### config.mk
export PLATFORM = sky130hd
export DESIGN_NAME = spike_readout
export DESIGN_NICKNAME = d
export VERILOG_FILES = /design/src/rtl/spike_readout.sv
export SDC_FILE = /design/constraint.sdc
export NUM_CORES = 1
export LEC_CHECK = 0
export ABC_AREA = 1
export BUFFER_PORTS_ARGS = -buffer_cell sky130_fd_sc_hd__buf_2
export CORE_MARGIN = 3
export CORE_UTILIZATION = 47
export DETAILED_ROUTE_END_ITERATION = 10
export GPL_TIMING_DRIVEN = 0
export PLACE_DENSITY = 0.77
export SYNTH_ARGS = -nofsm -noshare
export SYNTH_HDL_FRONTEND = slang
export SYNTH_SLANG_ARGS = --single-unit
### constraint.sdc
create_clock -name clk -period 3.05 [get_ports clk]
set_input_delay 0.61 -clock clk [delete_from_list [all_inputs] [get_ports clk]]
set_output_delay 0.61 -clock clk [all_outputs]
set_load 0.005 [all_outputs]
### src/rtl/spike_readout.sv
// spike_readout: threshold spike generator with refractory period and a
// windowed spike counter that hands each window's count to a consumer
// through a single valid/ready output register.
//
// Ports:
//   clk, rst_n    clock, asynchronous active-low reset
//   state_in      sampled accumulator state (unsigned, WIDTH bits)
//   state_valid   state_in carries a sample this cycle
//   threshold     spike threshold (unsigned, WIDTH bits)
//   spike         registered one-cycle spike pulse
//   count_data    spike count of the most recently loaded window
//   count_valid   count_data holds an unconsumed count
//   count_ready   consumer accepts count_data
//   dropped       sticky: a window count was discarded
module spike_readout #(
    parameter int unsigned WIDTH  = 8,
    parameter int unsigned REFRAC = 3,
    parameter int unsigned WINDOW = 16,
    parameter int unsigned CNT_W  = 8
) (
    input  logic             clk,
    input  logic             rst_n,
    input  logic [WIDTH-1:0] state_in,
    input  logic             state_valid,
    input  logic [WIDTH-1:0] threshold,
    output logic             spike,
    output logic [CNT_W-1:0] count_data,
    output logic             count_valid,
    input  logic             count_ready,
    output logic             dropped
);

    localparam int unsigned RC_W = (REFRAC < 1) ? 1 : $clog2(REFRAC + 1);
    localparam int unsigned WC_W = $clog2(WINDOW + 1);
    localparam logic [CNT_W-1:0] CNT_MAX = {CNT_W{1'b1}};

    typedef enum logic {
        ARMED   = 1'b0,
        REFRACT = 1'b1
    } fsm_t;

    fsm_t            fsm_state;
    fsm_t            fsm_next;
    logic [RC_W-1:0] refrac_cnt;
    logic [RC_W-1:0] refrac_next;

    logic [WC_W-1:0]  win_cnt;
    logic [CNT_W-1:0] spk_cnt;

    logic             qualify_c;
    logic             fire_c;
    logic             win_close_c;
    logic             handshake_c;
    logic             load_c;
    logic [CNT_W-1:0] spk_inc_c;
    logic [CNT_W-1:0] spk_total_c;

    assign qualify_c = state_valid && (state_in >= threshold);

    // FSM state and refractory counter register
    always_ff @(posedge clk or negedge rst_n) begin
        if (!rst_n) begin
            fsm_state  <= ARMED;
            refrac_cnt <= '0;
        end else begin
            fsm_state  <= fsm_next;
            refrac_cnt <= refrac_next;
        end
    end

    // Next-state: the refractory counter runs every cycle, valid or not
    always_comb begin
        fsm_next    = fsm_state;
        refrac_next = refrac_cnt;
        case (fsm_state)
            ARMED: begin
                if (qualify_c && (REFRAC != 0)) begin
                    fsm_next    = REFRACT;
                    refrac_next = RC_W'(REFRAC);
                end
            end
            REFRACT: begin
                refrac_next = refrac_cnt - RC_W'(1);
                if (refrac_cnt == RC_W'(1)) begin
                    fsm_next = ARMED;
                end
            end
            default: begin
                fsm_next    = ARMED;
                refrac_next = '0;
            end
        endcase
    end

    // FSM output: only an armed qualifying sample fires
    always_comb begin
        fire_c = 1'b0;
        if (fsm_state == ARMED) begin
            fire_c = qualify_c;
        end
    end

    // Window close and the count it transfers (includes a closing spike)
    assign win_close_c = state_valid && (win_cnt == WC_W'(WINDOW - 1));
    assign spk_inc_c   = (spk_cnt == CNT_MAX) ? spk_cnt : spk_cnt + CNT_W'(1);
    assign spk_total_c = fire_c ? spk_inc_c : spk_cnt;
    assign handshake_c = count_valid && count_ready;
    assign load_c      = win_close_c && (!count_valid || handshake_c);

    // Spike pulse and window/spike counters
    always_ff @(posedge clk or negedge rst_n) begin
        if (!rst_n) begin
            spike   <= 1'b0;
            win_cnt <= '0;
            spk_cnt <= '0;
        end else begin
            spike <= fire_c;
            if (win_close_c) begin
                win_cnt <= '0;
                spk_cnt <= '0;
            end else begin
                if (state_valid) begin
                    win_cnt <= win_cnt + WC_W'(1);
                end
                spk_cnt <= spk_total_c;
            end
        end
    end

    // Output register: load when empty or emptying, otherwise drop the count
    always_ff @(posedge clk or negedge rst_n) begin
        if (!rst_n) begin
            count_data  <= '0;
            count_valid <= 1'b0;
            dropped     <= 1'b0;
        end else begin
            if (load_c) begin
                count_data  <= spk_total_c;
                count_valid <= 1'b1;
            end else if (handshake_c) begin
                count_valid <= 1'b0;
            end
            if (win_close_c && !load_c) begin
                dropped <= 1'b1;
            end
        end
    end

endmodule
==> After elaboration in Yosys (flattened, before gate mapping) <==
Cells that the tools add are included.
{ "word_totals": {"ff_bits": 27, "output_inout_bits": 11, "elab_cells": 40} }
{ "classes": {"n_addsub": 3, "magnitude_cmp": 1, "eq_ne": 4, "mux": 13, "n_bitwise": 1, "n_reduce_logical": 10} }
{ "ops": {"columns": ["operator", "n"], "rows": [
  ["two-way mux 8 bit", 3],
  ["two-way mux 5 bit", 2],
  ["adder 8 x 1 -> 8 bit (second input constant)", 1],
  ["equality test 8 bit (second input constant)", 1],
  ["greater-or-equal comparator 8 bit", 1],
  ["adder 5 x 1 -> 5 bit (second input constant)", 1],
  ["equality test 5 x 4 -> 1 bit (second input constant)", 1],
  ["logical AND 1 bit", 5],
  ["two-way mux 1 bit", 5],
  ["case mux 2 bit (2 select lines)", 1],
  ["nonzero test 2 bit", 2],
  ["equality test 2 x 1 -> 1 bit (second input constant)", 1],
  ["zero test 1 bit", 2],
  ["two-way mux 2 bit", 1],
  ["inequality test 2 bit (second input constant)", 1],
  ["case mux 1 bit (2 select lines)", 1],
  ["subtractor 2 x 1 -> 2 bit (second input constant)", 1],
  ["logical OR 1 bit", 1],
  ["NOT 1 bit", 1]
]} }

==> Logic depth before layout (Yosys ltp) <==
{ "logic_depth": {"ltp_word": 5, "ltp_mapped": 14, "mapped_depth_nobuf": 14} }

==> Worst setup path before layout <==
OpenSTA, ideal clock, no wires.
{ "synth_path": {"path_type": "input -> register", "from": "input port threshold[3]", "to": "register count_data[4]", "setup_ps": 117, "arrival_ps": 1708, "slack_ps": 1225, "stages": 13, "cell_sequence": "inv_1 -> ha_1 -> nand2_1 -> nor2_1 -> nor2_1 -> nand2_1 -> nand2_1 -> nand2_2 -> nand3_2 -> nand2_1 -> nand2_1 -> nand2_1 -> nand2_1"} }
{ "synth_via": {"elab_chain_len": 4} }
{ "synth_rtl": {"columns": ["element", "line", "source"], "rows": [
  ["from (decl)", "25", "input logic [WIDTH-1:0] threshold,"],
  ["greater-or-equal comparator 8 bit", "58", "assign qualify_c = state_valid && (state_in >= threshold);"],
  ["logical AND 1 bit", "58", null],
  ["two-way mux 1 bit", "98", "if (fsm_state == ARMED) begin"],
  ["two-way mux 8 bit", "106", "assign spk_total_c = fire_c ? spk_inc_c : spk_cnt;"],
  ["to (signal assigned)", "138", "count_data <= spk_total_c;"],
  ["to (decl)", "27", "output logic [CNT_W-1:0] count_data,"]
]} }
Every way passes these cells.
A chain may end at the register's enable or synchronous reset.

==> Worst setup path after layout <==
{ "layout_path": {"from": "input port state_in[3]", "to": "register count_data[5]"} }
{ "layout_via": {"elab_chain_len": 4} }
{ "layout_rtl": {"columns": ["element", "line", "source"], "rows": [
  ["from (decl)", "23", "input logic [WIDTH-1:0] state_in,"],
  ["greater-or-equal comparator 8 bit", "58", null],
  ["logical AND 1 bit", "58", null],
  ["two-way mux 1 bit", "98", null],
  ["two-way mux 8 bit", "106", null]
]} }
Every way passes these cells.

==> results.json <==
{
  "grt_util_met2": 0.274,
  "synth-edff-count": 0,
  "hold_slack_ns": 0.258,
  "num_rows": 20,
  "ys_async_sr_fraction": 1.00,
  "grt_max_degree": 28,
  "grt_pass1_vias": 1358,
  "crit_start": "state_in[3]",
  "cts_buffers": 3,
  "grt-busiest-layer": "met2",
  "power_density_mw_per_mm2": 747,
  "tightest_slew_ns": 0.579,
  "crit_type": "in2reg",
  "synth_top_area_frac": 0.420,
  "seq_area_frac_synth": 0.420,
  "final_net_count": 284,
  "synthFlopType": "dfrtp_1",
  "drive_gt1_frac": 0.167,
  "fin_crit_sh": 0.594,
  "finalSetupTns_ns": 0,
  "gp_congestion": 0.922,
  "vias_per_cell": 4.81,
  "clk_pin_slew_worst_paths_ns": 0.14,
  "antenna_found_initial": 0,
  "drtPass1Iterations": 4,
  "avgSynthCellArea_um2": 7.38,
  "fin_crit_ns": 1.81,
  "holdBufCountCts": 0,
  "vias": 1423,
  "rsz0062_at_grt": "false",
  "use_met1": 0.220,
  "antennaDiodeCount": 0,
  "post_cts_resized": 0,
  "postSynthNetCount": 249,
  "grtUsageMet3": 0.0191,
  "reg2reg_from": "spk_cnt[0]",
  "overflow": 0,
  "area_growth_pct": 14.4,
  "wire_per_inst_um": 10.5,
  "cp_max_fo": 10,
  "postCtsSetupBuffers": 0,
  "h-tree-depth": 1,
  "vdd.ir_drop.worst_mv": 0.443,
  "grt_pass1_wl_mm": 5.61,
  "yosys.area.top_type": "dfrtp_1",
  "status": "finished, final reports clean",
  "die-area_mm2": 0.00416,
  "initial_core_util": 0.510,
  "power.total_uw": 1370,
  "critPathLaunchType": "input pin",
  "hpwl_mm": 2.35,
  "die_w_um": 64.5,
  "synth.distinct_cells": 22,
  "hold_path.class": "in2async",
  "r2r-end": "count_data[2]",
  "cp-end-kind": "flop",
  "drc": 0,
  "crit_path_end": "count_data[5]",
  "finalWirelength_mm": 3.12,
  "cp.required_ns": 3.29,
  "yosys_warnings": 0,
  "finClkSkew_ns": 0.00134,
  "fill_cells": 325,
  "max_freq_mhz": 552,
  "relSlewSlack": 0.614,
  "cts_root_buf": "clkbuf_4",
  "ios": 31,
  "yosys.cell_count.top_type": "nand2_1",
  "die-height_um": 64.5,
  "port_buffers": 30,
  "cts_max_path_buffers": 2,
  "hold_violations": 0,
  "synth_commonest_cells": "nand2_1, inv_1, dfrtp_1",
  "worstSkewPairLatency_ns": 0.32,
  "drv_slew": 0,
  "ant_nets": 0,
  "cp_data_arrival_time_ns": 2.05,
  "clock_sinks": 27,
  "yosys-top-cells-area": "dfrtp_1, nand2_1, ha_1",
  "reg2reg_slack_ns": 1.38,
  "dr.first_iter.drc_count": 42,
  "synth_area_mm2": 0.00161,
  "p_leak_uw": 0.00110,
  "reg2regPathDepth": 9,
  "drv_cap": 0,
  "syn-instance-count": 218,
  "cts_tree": "built",
  "coreArea_mm2": 0.00315,
  "setup_viol_count_final": 0,
  "ys_seq_elements": 27,
  "grt.total_usage": 0.167
}
[metal layers]
metal	up-vias	routed length, um
met4	0	67
met5	-	0
met2	42	1430
met1	628	1420
met3	7	200
li1	746	-
[cells by family (layout without fill, tap and decap cells)]
group,Yosys count,in the layout,share of synthesized area
adder cells (fa/ha/maj),11,11,0.0855
flip-flops,27,27,0.420
XOR/XNOR,2,2,0.0109
AND/OR/NAND/NOR,120,120,0.333
AO/OA/AOI/OAI,16,16,0.0529
buffers and inverters,42,76,0.0980
[layout by cell type, fill, tap and decap left out]
cell	n
inv_2	3
nand3_1	12
a21oi_1	8
ha_1	11
o21bai_1	1
clkinv_1	2
clkbuf_4	3
nor3_2	1
o21ai_0	6
nand4_1	9
nand3_2	1
nand2_1	72
buf_2	30
nor2_4	1
o21a_1	1
nor3_1	1
nor2_8	1
clkbuf_1	3
nand2_4	1
nand2_2	1
nor2_1	20
inv_1	35
dfrtp_1	27
xor2_1	2
[worst min path at each step]
stage | from | end | depth (start not counted) | slack [ns]
floorplan | rst_n | count_data[0] | 0 | 0.31
global placement | count_data[6] | count_data[6] | 2 | 0.46
detailed placement | count_data[2] | count_data[2] | 2 | 0.46
CTS | rst_n | refrac_cnt[1] | 1 | 0.27
global route | rst_n | spk_cnt[6] | 1 | 0.29
finish | rst_n | spk_cnt[6] | 1 | 0.26
[flip-flops by register name, indices dropped and copies added (netlist names)]
name / count
dropped: 1
count_valid: 1
fsm_state: 1
spike: 1
spk_cnt: 8
win_cnt: 5
refrac_cnt: 2
count_data: 8
[report_power, final]
part           switching [uW]  internal, uW  total [uW]
Combinational             367           237         603
Clock                     105          51.3         157
Sequential                109           505         614
Total                     581           794        1370
[critical path, stage by stage]
cell	delay, ns
buf_2	0.10
ha_1	0.28
nand2_1	0.07
nor2_1	0.10
nor2_1	0.04
nand2_1	0.05
nand2_1	0.05
nand2_2	0.17
nand3_2	0.24
nand2_1	0.15
nand2_1	0.08
nand2_1	0.06
nand2_1	0.05
[metrics by stage]
stage	utilization	std cells	setup slack, ns	area, um2
after floorplan	-	218	1.23	1610
after global placement	0.575	292	0.889	1810
after detailed placement	0.575	292	0.873	1810
after CTS	0.584	296	1.23	1840
after global routing	0.584	296	1.01	1840
final	0.584	296	1.24	1840
[area by class of cell]
cell class	instances	area, um2	area share
tap	44	55.1	0.0299
buffer	2	7.51	0.00408
timing repair buffer	30	150	0.0816
multi-input combinational	149	776	0.421
clock buffer	4	26.3	0.0143
sequential	27	676	0.367
inverter	40	150	0.0816
No activity file was read; power rests on OpenSTA's default activity.
